`src/rtl/pipe_ctrl_pkg.sv`:
```
// Shared pipeline-control types: forwarding select codes, default register
// address width and the shadow-stage record used by the hazard unit.
package pipe_ctrl_pkg;

  localparam int AW_DEF = 5;
  localparam int SEL_W  = 2;

  localparam logic [SEL_W-1:0] FWD_RF    = 2'b00;
  localparam logic [SEL_W-1:0] FWD_MEMWB = 2'b01;
  localparam logic [SEL_W-1:0] FWD_EXMEM = 2'b10;

  typedef struct packed {
    logic              valid;
    logic [AW_DEF-1:0] rd;
    logic              reg_write;
    logic              mem_read;
  } shadow_t;

endpackage

```
`src/rtl/fwd_sel_calc.sv`:
```
// Per-operand forwarding priority: the youngest in-flight producer (EX) beats
// MEM; x0 and unused sources never match.
module fwd_sel_calc
  import pipe_ctrl_pkg::*;
#(
  parameter int AW = AW_DEF
) (
  input  shadow_t          ex_stage,
  input  shadow_t          mem_stage,
  input  logic [AW-1:0]    src,
  input  logic             use_src,
  output logic [SEL_W-1:0] sel,
  output logic             ex_hit
);

  logic src_live;
  logic mem_hit;

  assign src_live = use_src & (src != '0);
  assign ex_hit   = src_live & ex_stage.valid & ex_stage.reg_write & (ex_stage.rd == src);
  assign mem_hit  = src_live & mem_stage.valid & mem_stage.reg_write & (mem_stage.rd == src);

  always_comb begin
    sel = FWD_RF;
    if (ex_hit) begin
      sel = FWD_EXMEM;
    end else if (mem_hit) begin
      sel = FWD_MEMWB;
    end
  end

endmodule

```
`src/rtl/fwd_hazard_ctrl.sv`:
```
// Forwarding-select and load-use stall generator beside the ID/EX register.
// Optional stall counter enabled by defining FWD_PERF_CNT_EN.
module fwd_hazard_ctrl
  import pipe_ctrl_pkg::*;
#(
  parameter int AW = AW_DEF
) (
  input  logic                clk,
  input  logic                rst,
  input  logic                id_valid,
  input  logic [AW-1:0]       id_rs1,
  input  logic [AW-1:0]       id_rs2,
  input  logic                id_use_rs1,
  input  logic                id_use_rs2,
  input  logic [AW-1:0]       id_rd,
  input  logic                id_reg_write,
  input  logic                id_mem_read,
  input  logic                flush,
  output logic [SEL_W-1:0]    fwd_a_sel,
  output logic [SEL_W-1:0]    fwd_b_sel,
  output logic                stall,
  output logic                ex_bubble,
  output shadow_t [2:0]       shadow_dbg
`ifdef FWD_PERF_CNT_EN
  ,
  output logic [31:0]         stall_count
`endif
);

  shadow_t          ex_q, mem_q, wb_q;
  shadow_t          id_s;
  logic [SEL_W-1:0] sel_a, sel_b;
  logic             ex_hit_a, ex_hit_b;
  logic             kill_id;

  assign id_s = '{valid: id_valid, rd: id_rd, reg_write: id_reg_write, mem_read: id_mem_read};

  fwd_sel_calc #(.AW(AW)) u_calc_a (
    .ex_stage (ex_q),
    .mem_stage(mem_q),
    .src      (id_rs1),
    .use_src  (id_use_rs1),
    .sel      (sel_a),
    .ex_hit   (ex_hit_a)
  );

  fwd_sel_calc #(.AW(AW)) u_calc_b (
    .ex_stage (ex_q),
    .mem_stage(mem_q),
    .src      (id_rs2),
    .use_src  (id_use_rs2),
    .sel      (sel_b),
    .ex_hit   (ex_hit_b)
  );

  // A load in EX cannot forward yet; flush and reset override the stall.
  assign stall   = id_valid & ~flush & ~rst & ex_q.mem_read & (ex_hit_a | ex_hit_b);
  assign kill_id = flush | stall | ~id_valid;

  always_ff @(posedge clk) begin
    if (rst) begin
      ex_q      <= '0;
      mem_q     <= '0;
      wb_q      <= '0;
      fwd_a_sel <= FWD_RF;
      fwd_b_sel <= FWD_RF;
      ex_bubble <= 1'b0;
    end else begin
      wb_q      <= mem_q;
      mem_q     <= ex_q;
      ex_q      <= kill_id ? shadow_t'('0) : id_s;
      fwd_a_sel <= kill_id ? FWD_RF : sel_a;
      fwd_b_sel <= kill_id ? FWD_RF : sel_b;
      ex_bubble <= flush | stall;
    end
  end

  assign shadow_dbg = {wb_q, mem_q, ex_q};

`ifdef FWD_PERF_CNT_EN
  always_ff @(posedge clk) begin
    if (rst) begin
      stall_count <= '0;
    end else if (stall && stall_count != 32'hFFFF_FFFF) begin
      stall_count <= stall_count + 32'd1;
    end
  end
`endif

endmodule

```
`config.mk`:
```
export PLATFORM = sky130hd
export DESIGN_NAME = fwd_hazard_ctrl
export DESIGN_NICKNAME = d
export VERILOG_FILES = /design/src/rtl/pipe_ctrl_pkg.sv /design/src/rtl/fwd_sel_calc.sv /design/src/rtl/fwd_hazard_ctrl.sv
export SDC_FILE = /design/constraint.sdc
export NUM_CORES = 1
export LEC_CHECK = 0
export ABC_AREA = 0
export CORE_MARGIN = 5
export CORE_UTILIZATION = 36
export CTS_CLUSTER_DIAMETER = 120
export DETAILED_ROUTE_END_ITERATION = 12
export PLACE_DENSITY = 0.84
export REMOVE_ABC_BUFFERS = 1
export SYNTH_ARGS = -nofsm -noshare
export SYNTH_HDL_FRONTEND = slang
export SYNTH_SLANG_ARGS = --single-unit
```
`constraint.sdc`:
```
create_clock -name clk -period 1.8 [get_ports clk]
set_input_delay 0.45 -clock clk [delete_from_list [all_inputs] [get_ports clk]]
set_output_delay 0.45 -clock clk [all_outputs]
set_load 0.01 [all_outputs]
```
Word-level counts from Yosys, hierarchy flattened
Index checks and enable logic that the tools add are counted.
{"block": "totals", "output_inout_bits": 30, "elab_cells": 54, "regBits": 29, "input_bits": 23}
{"block": "classes", "mux": 4, "n_bitwise": 24, "reduce_logical": 5, "n_eq_ne": 4}
{"operator": "5-bit == test", "n": 4}
{"operator": "1-bit AND", "n": 18}
{"operator": "5-bit nonzero test", "n": 2}
{"operator": "3-bit OR reduction", "n": 2}
{"operator": "2-bit 2-to-1 mux", "n": 2}
{"operator": "1-bit NOT", "n": 3}
{"operator": "1-bit OR", "n": 3}
{"operator": "1-bit 2-to-1 mux", "n": 2}
{"operator": "2-bit OR reduction", "n": 1}

Depth between registers and ports, before layout
Gate-level depths: netlist of run 1.
{"block": "depth", "depth_word": 10, "mapped_depth": 5, "ltp_nobuf": 5}

Modules after synthesis
From an unflattened synthesis of run 1, not the netlist that was laid out.
{"block": "unflattened", "cells_unflattened": 105, "hier_area_um2": 1201.2}
{"mod": "fwd_hazard_ctrl", "seq_area_each_um2": 580.6, "area_each_um2": 888.4, "n_inst": 1, "cells_per_inst": 67}
{"mod": "fwd_sel_calc", "seq_area_each_um2": 0.0, "area_each_um2": 156.4, "n_inst": 2, "cells_per_inst": 19}

Least setup slack after synthesis of run 1
No wires, ideal clock.
{"block": "synth_timing", "path_type": "input -> output", "startpoint": "in id_rs2[1]", "endpoint": "out stall", "arrival_ns": 1.360, "path_buffers": 0, "cell_stages": 4, "t_required_ns": 1.350, "setup_slack_ns": -0.010, "cell_sequence": "or4_1 > o21ai_1 > or3_4 > a21oi_4"}
{"block": "synth_between", "elab_chain_cells": 7, "elab_cells_between_ends": 8, "cone_classes": "eq/ne: 1; bitwise: 6; reduce/logical: 1"}
{"element": "start: declaration", "line_no": "fwd_hazard_ctrl.sv:12", "source": "input logic [AW-1:0] id_rs2,"}
{"element": "5-bit nonzero test", "line_no": "fwd_sel_calc.sv:19", "source": "assign src_live = use_src & (src != '0);"}
{"element": "1-bit AND", "line_no": "fwd_sel_calc.sv:19"}
{"element": "1-bit AND (2 in series)", "line_no": "fwd_sel_calc.sv:20", "source": "assign ex_hit = src_live & ex_stage.valid & ex_stage.reg_write & (ex_stage.rd == src);"}
{"element": "1-bit AND *", "line_no": "fwd_sel_calc.sv:20"}
{"element": "1-bit OR *", "line_no": "fwd_hazard_ctrl.sv:57", "source": "assign stall = id_valid & ~flush & ~rst & ex_q.mem_read & (ex_hit_a | ex_hit_b);"}
{"element": "1-bit AND *", "line_no": "fwd_hazard_ctrl.sv:57"}
{"element": "end: declaration", "line_no": "fwd_hazard_ctrl.sv:21", "source": "output logic stall,"}
Every way passes the cells marked *; elsewhere a longest branch is shown, timed or not.

Worst setup path after layout of run 1
{"block": "layout_timing", "startpoint": "reg ex_q, in the netlist shadow_dbg[3]", "endpoint": "out stall"}
{"block": "layout_between", "elab_chain_cells": 4, "elab_cells_between_ends": 6, "cone_classes": "eq/ne: 2; bitwise: 4"}
{"element": "start: declaration", "line_no": "fwd_hazard_ctrl.sv:30", "source": "shadow_t ex_q, mem_q, wb_q;"}
{"element": "start signal: assignment", "line_no": "fwd_hazard_ctrl.sv:71", "source": "ex_q <= kill_id ? shadow_t'('0) : id_s;"}
{"element": "5-bit == test", "line_no": "fwd_sel_calc.sv:20"}
{"element": "1-bit AND", "line_no": "fwd_sel_calc.sv:20"}
{"element": "1-bit OR *", "line_no": "fwd_hazard_ctrl.sv:57"}
{"element": "1-bit AND *", "line_no": "fwd_hazard_ctrl.sv:57"}
Marks and branches as above.

==> results of run 1 <==
## metal layers
layer	vias up	routed length [um]
met5	-	0
met4	0	29
met3	4	287
met2	53	1600
met1	499	1290
li1	515	-
## worst paths after layout
check / startpoint / to / cells past startpoint
setup / recovery: shadow_dbg[3] / stall / 5
hold / removal: shadow_dbg[8] / shadow_dbg[16] / 1
setup reg to reg: shadow_dbg[3] / ex_bubble / 6
hold reg to reg: shadow_dbg[8] / shadow_dbg[16] / 1
## metrics by stage
step | cells | util, % | TNS, ps | cell area, sq um
floorplan | 107 | - | -9.60 | 1100
global placement | 211 | 60.2 | -6110 | 1810
detailed placement | 211 | 60.2 | -6640 | 1810
CTS | 220 | 63.1 | -329 | 1900
global route | 220 | 64.5 | -452 | 1940
finish | 220 | 64.5 | -339 | 1940
## worst max-delay path, stage by stage (launching register included)
cell     delay [ps]
dfxtp_4         360
xnor2_1         180
nand4_1         130
or3_4           410
a21oi_4         160
buf_6           120
## layout make-up
| class | instances | area, sq um |
|---|---|---|
| flip-flops and latches | 29 | 598 |
| clock buffers | 7 | 65.1 |
| repair buffers | 72 | 661 |
| clock inverters | 1 | 5.00 |
| well taps | 33 | 41.3 |
| fillers | 219 | 1060 |
| multi-input cells | 78 | 568 |
## Yosys cell counts
library cell and number:
o21ai_1 1, nand4_2 1, or4_4 1, nor2_1 10
nand2b_1 1, dfxtp_1 29, nor4_1 4, nor3_1 3
clkbuf_1 2, nor2b_1 17, or3_4 2, nand3_1 3
a21oi_4 1, xor2_1 6, nand4_1 3, xnor2_1 14
or4_1 1, o21ba_1 1, nand2_1 8, o21ai_2 1
## flip-flops by register name, summed over array words and instances (netlist names)
signal and flops:
shadow_dbg 24, fwd_a_sel 2, fwd_b_sel 2, ex_bubble 1
## cell families after synthesis
kind of cell / after synthesis / synth area share, %
AND/OR/NAND/NOR: 54 / 27.7
flip-flops: 29 / 52.3
XOR/XNOR: 20 / 15.8
AO/OA/AOI/OAI: 4 / 3.60
buffers and inverters: 2 / 0.676
## layout by cell type (no fill, tap or decap), types with 3 or more instances in the layout
cell	netlist	layout
nor3_1	3	3
dfxtp_2	0	5
xnor2_1	14	12
clkbuf_4	0	5
xor2_1	6	6
buf_4	0	20
dfxtp_4	0	3
dlymetal6s2s_1	0	7
nand3_1	3	3
buf_2	0	6
clkdlybuf4s15_2	0	3
dfxtp_1	29	21
clkdlybuf4s50_1	0	32
nand2_1	8	8
nor2b_1	17	16
nor2_1	10	10
nand4_1	3	3
## power by group through the flow
| stage | registers [uW] | logic, uW | clock network (uW) |
|---|---|---|---|
| after floorplan | 682 | 42.9 | 0 |
| after global placement | 676 | 161 | 0 |
| after detailed placement | 677 | 164 | 0 |
| after CTS | 661 | 164 | 453 |
| after global routing | 661 | 176 | 488 |
| final | 659 | 166 | 437 |
## timing repair
action,4_1_cts,5_1_grt
setup endpoints to repair,17,14
pin swaps,15,2
setup buffers,1,0
resized for setup,53,15
==> results.py, run 1 <==
metrics = {
    "status": {
        "outcome": "complete, but fails checks",
        "violations": "negative setup slack",
    },
    "global_routing": {
        "overflow": 0,
        "grt_max_degree": 21,
        "antenna_found_initial": 0,
        "grt_pass1_vias": 1118,
        "met2_usage_pct": 27.2,
        "track_usage_pct": 15.8,
        "grtUsageMet1_pct": 16.8,
        "grt_pass1_wl_um": 5150,
        "busiest_layer": "met2",
        "grt_util_met3_pct": 6.50,
    },
    "setup_path": {
        "r2r_slack_ps": 210,
        "crit_path_start_kind": "flop",
        "crit_type": "flop to primary output",
        "crit_path_max_fanout": 3,
        "arrival_ps": 1680,
        "critPathRequiredTime_ps": 1350,
        "end_kind": "primary output",
    },
    "clocking": {
        "clock_path_buffers": 2,
        "cts_tree": "yes",
        "worstSkewPairLatency_ps": 320,
        "htree_levels": 2,
        "cts.clk_slew.worst_paths_ps": 90,
        "numCtsBuffers": 5,
        "cts-hold-fix-buffers": 0,
        "cts-root-buf": "clkbuf_4",
        "cts_num_sinks": 29,
    },
    "timing": {
        "hold_violations": 0,
        "period_needed_ps": 2130,
        "period_share_pct": 118,
        "tightest_slew_ps": 402,
        "setup_ws_ps": -326,
        "skew_ps": 9.66,
        "setup_viol": 2,
        "maxSlewHeadroom_pct": 73.1,
        "slew_violations": 0,
        "rsz0062_at_grt": "yes",
        "max_freq_mhz": 470,
        "fin_worst_hold_slack_ps": 465,
    },
    "routing": {
        "drc": 0,
        "vias": 1071,
        "dr.pass1.iters": 4,
        "wl_per_cell_um": 14.6,
        "antenna_left": 0,
        "viasPerCell": 4.87,
        "routed_wl_um": 3210,
        "drtIter0Drc": 80,
    },
    "flow_run": {
        "cap_violations": 0,
    },
    "die": {
        "start_util_pct": 37.0,
        "die_w_um": 65.6,
        "core.rowCount": 20,
        "die_h_um": 65.6,
        "die_area_sq_um": 4300,
        "ios": 53,
        "fp.coreArea_sq_um": 3000,
    },
    "power_and_ir_drop": {
        "p_per_area_nw_per_um2": 651,
        "leakagePower_uw": 0.000880,
        "total_power_uw": 1260,
        "power_frac_clock_pct": 34.6,
        "intPower_uw": 973,
        "seqPwrFrac_pct": 52.2,
        "sw_frac_of_total_pct": 22.9,
        "p_comb_share_pct": 13.2,
        "vdd_ir_drop_max_mv": 0.263,
        "p_sw_uw": 289,
    },
    "logic_synthesis": {
        "synthDistinctLibCells": 20,
        "syn-mean-instance-area_sq_um": 10.2,
        "yosys.area.top_type": "dfxtp_1",
        "yosys_warnings": 0,
        "synth_top_area_share_pct": 52.3,
        "seq_area_frac_synth_pct": 52.3,
        "ys_ff_latch": 29,
        "synthCells": 109,
        "ys_top_cells_by_area": "dfxtp_1, xnor2_1, nor2b_1, xor2_1, nor2_1",
        "mappedNetlistArea_sq_um": 1110,
    },
    "cells_and_area": {
        "diodes": 0,
        "area_delta_synth_final_pct": 74.4,
        "nNetsFinal": 209,
        "drive_gt1_share_pct": 31.6,
    },
    "worst_hold_path": {
        "hold_path_class": "flop to flop",
    },
    "placed_design": {
        "finalWeightedCongestion": 0.890,
        "pre_cts_ws_ps": -1040,
        "numPortBuffers": 52,
        "place_hpwl_um": 2470,
    },
}
No activity file was read; power rests on OpenSTA's default activity.
==> run 2: changes to the inputs <==
--- a/config.mk
+++ b/config.mk
@@ -8,7 +8,7 @@
 export ABC_AREA = 0
 export CORE_MARGIN = 5
 export CORE_UTILIZATION = 36
-export CTS_CLUSTER_DIAMETER = 120
+export CTS_CLUSTER_DIAMETER = 40
 export DETAILED_ROUTE_END_ITERATION = 12
 export PLACE_DENSITY = 0.84
 export REMOVE_ABC_BUFFERS = 1
==> results of run 2 <==
No change in the layout: final DEF, timing and power equal those of run 1.
==> run 3: changes to the inputs <==
--- a/config.mk
+++ b/config.mk
@@ -6,6 +6,7 @@
 export NUM_CORES = 1
 export LEC_CHECK = 0
 export ABC_AREA = 0
+export CORE_ASPECT_RATIO = 1.2
 export CORE_MARGIN = 5
 export CORE_UTILIZATION = 36
 export CTS_CLUSTER_DIAMETER = 40
==> run 3 against run 2 <==
Net effect: the run still ends with negative setup slack left; final area rose by 6.1%; total power is 1.3% lower; highest routed layer unchanged; via count is 4.4% higher; sequential power barely moved; critical endpoint unchanged; fmax down 2.3%.
==> results.py, run 3 (same netlist as run 1, synthesis figures left out) <==
metrics = {
    "status": {
        "outcome": "complete, but fails checks",
        "violations": "negative setup slack",
    },
    "cells_and_area": {
        "finalInstanceArea_sq_um": 2060,
        "area_delta_synth_final_pct": 85.0,
        "largest_reg_flops": 24,
        "most-common-layout-cells": "buf_4, clkdlybuf4s50_1, dfxtp_1",
        "layout_commonest_cell": "buf_4",
        "diodes": 0,
        "drive_gt1_share_pct": 39.1,
        "nNetsFinal": 225,
    },
    "routing": {
        "wl_per_cell_um": 15.1,
        "routed_wl_um": 3600,
        "dr.pass1.iters": 4,
        "vias": 1118,
        "viasPerCell": 4.70,
        "drc": 0,
        "antenna_left": 0,
        "drtIter0Drc": 15,
    },
    "timing": {
        "fin_worst_hold_slack_ps": 471,
        "slew_violations": 0,
        "setup_ws_ps": -375,
        "tightest_slew_ps": 258,
        "period_share_pct": 121,
        "setup_viol": 1,
        "skew_ps": 5.40,
        "hold_violations": 0,
        "fin_setup_tns_ps": -375,
        "max_freq_mhz": 460,
        "maxSlewHeadroom_pct": 82.6,
        "rsz0062_at_grt": "yes",
        "period_needed_ps": 2180,
    },
    "global_routing": {
        "track_usage_pct": 17.9,
        "antenna_found_initial": 0,
        "overflow": 0,
        "grt_pass1_wl_um": 5660,
        "grt_max_degree": 21,
        "grt_pass1_vias": 1178,
    },
    "clocking": {
        "cts-hold-fix-buffers": 0,
        "cts_tree": "yes",
        "worstSkewPairLatency_ps": 320,
        "numCtsBuffers": 5,
        "cts_num_sinks": 29,
        "cts.clk_slew.worst_paths_ps": 80,
        "htree_levels": 2,
        "clock_path_buffers": 2,
        "cts-root-buf": "clkbuf_4",
    },
    "power_and_ir_drop": {
        "p_per_area_nw_per_um2": 606,
        "power_frac_clock_pct": 31.4,
        "leakagePower_uw": 0.000899,
        "seqPwrFrac_pct": 52.8,
        "intPower_uw": 954,
        "vdd_ir_drop_max_mv": 0.531,
        "p_sw_uw": 292,
        "p_comb_share_pct": 15.8,
        "sw_frac_of_total_pct": 23.5,
    },
    "setup_path": {
        "r2r-end": "ex_bubble",
        "r2r_cells": 6,
        "worst-path-stages": 5,
        "r2r_slack_ps": 170,
        "path_cells": "xnor2_1, nand4_1, or3_4, a21oi_4, buf_6",
        "slowest_delay_ps": 410,
        "crit_path_max_fanout": 3,
        "crit_type": "flop to primary output",
        "arrival_ps": 1730,
        "end_kind": "primary output",
        "timing.rr.start": "shadow_dbg[4]",
        "cp.buffers_inverters": 1,
        "crit_path_start_kind": "flop",
        "crit_family": "simple AND/OR/NAND/NOR gates",
        "crit_slowest_cell": "or3_4",
        "critPathRequiredTime_ps": 1350,
    },
    "die": {
        "fp.coreArea_sq_um": 3030,
        "core.rowCount": 22,
        "die_h_um": 70.9,
        "start_util_pct": 36.7,
        "die_w_um": 60.7,
        "die_area_sq_um": 4300,
        "ios": 53,
    },
    "worst_hold_path": {
        "min_to": "shadow_dbg[16]",
        "min_path_cells": 1,
        "hold_start": "shadow_dbg[8]",
        "hold_path_class": "flop to flop",
    },
    "placed_design": {
        "numPortBuffers": 52,
        "finalWeightedCongestion": 0.805,
        "place_area_sq_um": 1870,
        "place_hpwl_um": 2690,
        "pre_cts_ws_ps": -1010,
    },
    "flow_run": {
        "cap_violations": 0,
    },
}
[run 3: how the worst max path moves through the flow]
stage	startpoint	to
floorplan	id_rs2[1]	stall
global placement	id_rs1[4]	stall
detailed placement	id_rs1[1]	stall
CTS	shadow_dbg[4]	stall
global route	shadow_dbg[4]	stall
finish	shadow_dbg[4]	stall
[run 3: layer usage]
metal / global-route usage, % / part of all wire [%] / vias up
li1: - / - / 546
met1: 19.7 / 38 / 529
met2: 31.4 / 56 / 37
met3: 4.20 / 4.6 / 6
met4: 8.19 / 1.9 / 0
met5: 0 / 0 / -
[run 3: per-stage QoR]
stage          util, %  power (uW)  cells
2_1_floorplan        -         724    107
3_3_place_gp      61.8         852    222
3_5_place_dp      61.8         855    222
4_1_cts           66.3        1260    240
5_1_grt           67.9        1300    238
6_report          67.9        1250    238
[run 3: area by class of cell]
class	count	area, sq um
clock buffer	7	55.1
fill	254	972
multi-input combinational	78	586
sequential	29	607
tap	36	45.0
timing repair buffer	88	763
[run 3: timing repair]
action,4_1_cts,5_1_grt
pin swaps,14,8
setup buffers,11,1
resized for setup,62,17
setup endpoints to repair,22,6
[run 3: power groups by stage]
stage	sequential, uW	clock, uW	combinational, uW
final	659	391	197
after global routing	660	433	210
after CTS	661	412	191
after detailed placement	677	0	178
after global placement	678	0	175
after floorplan	682	0	42.9
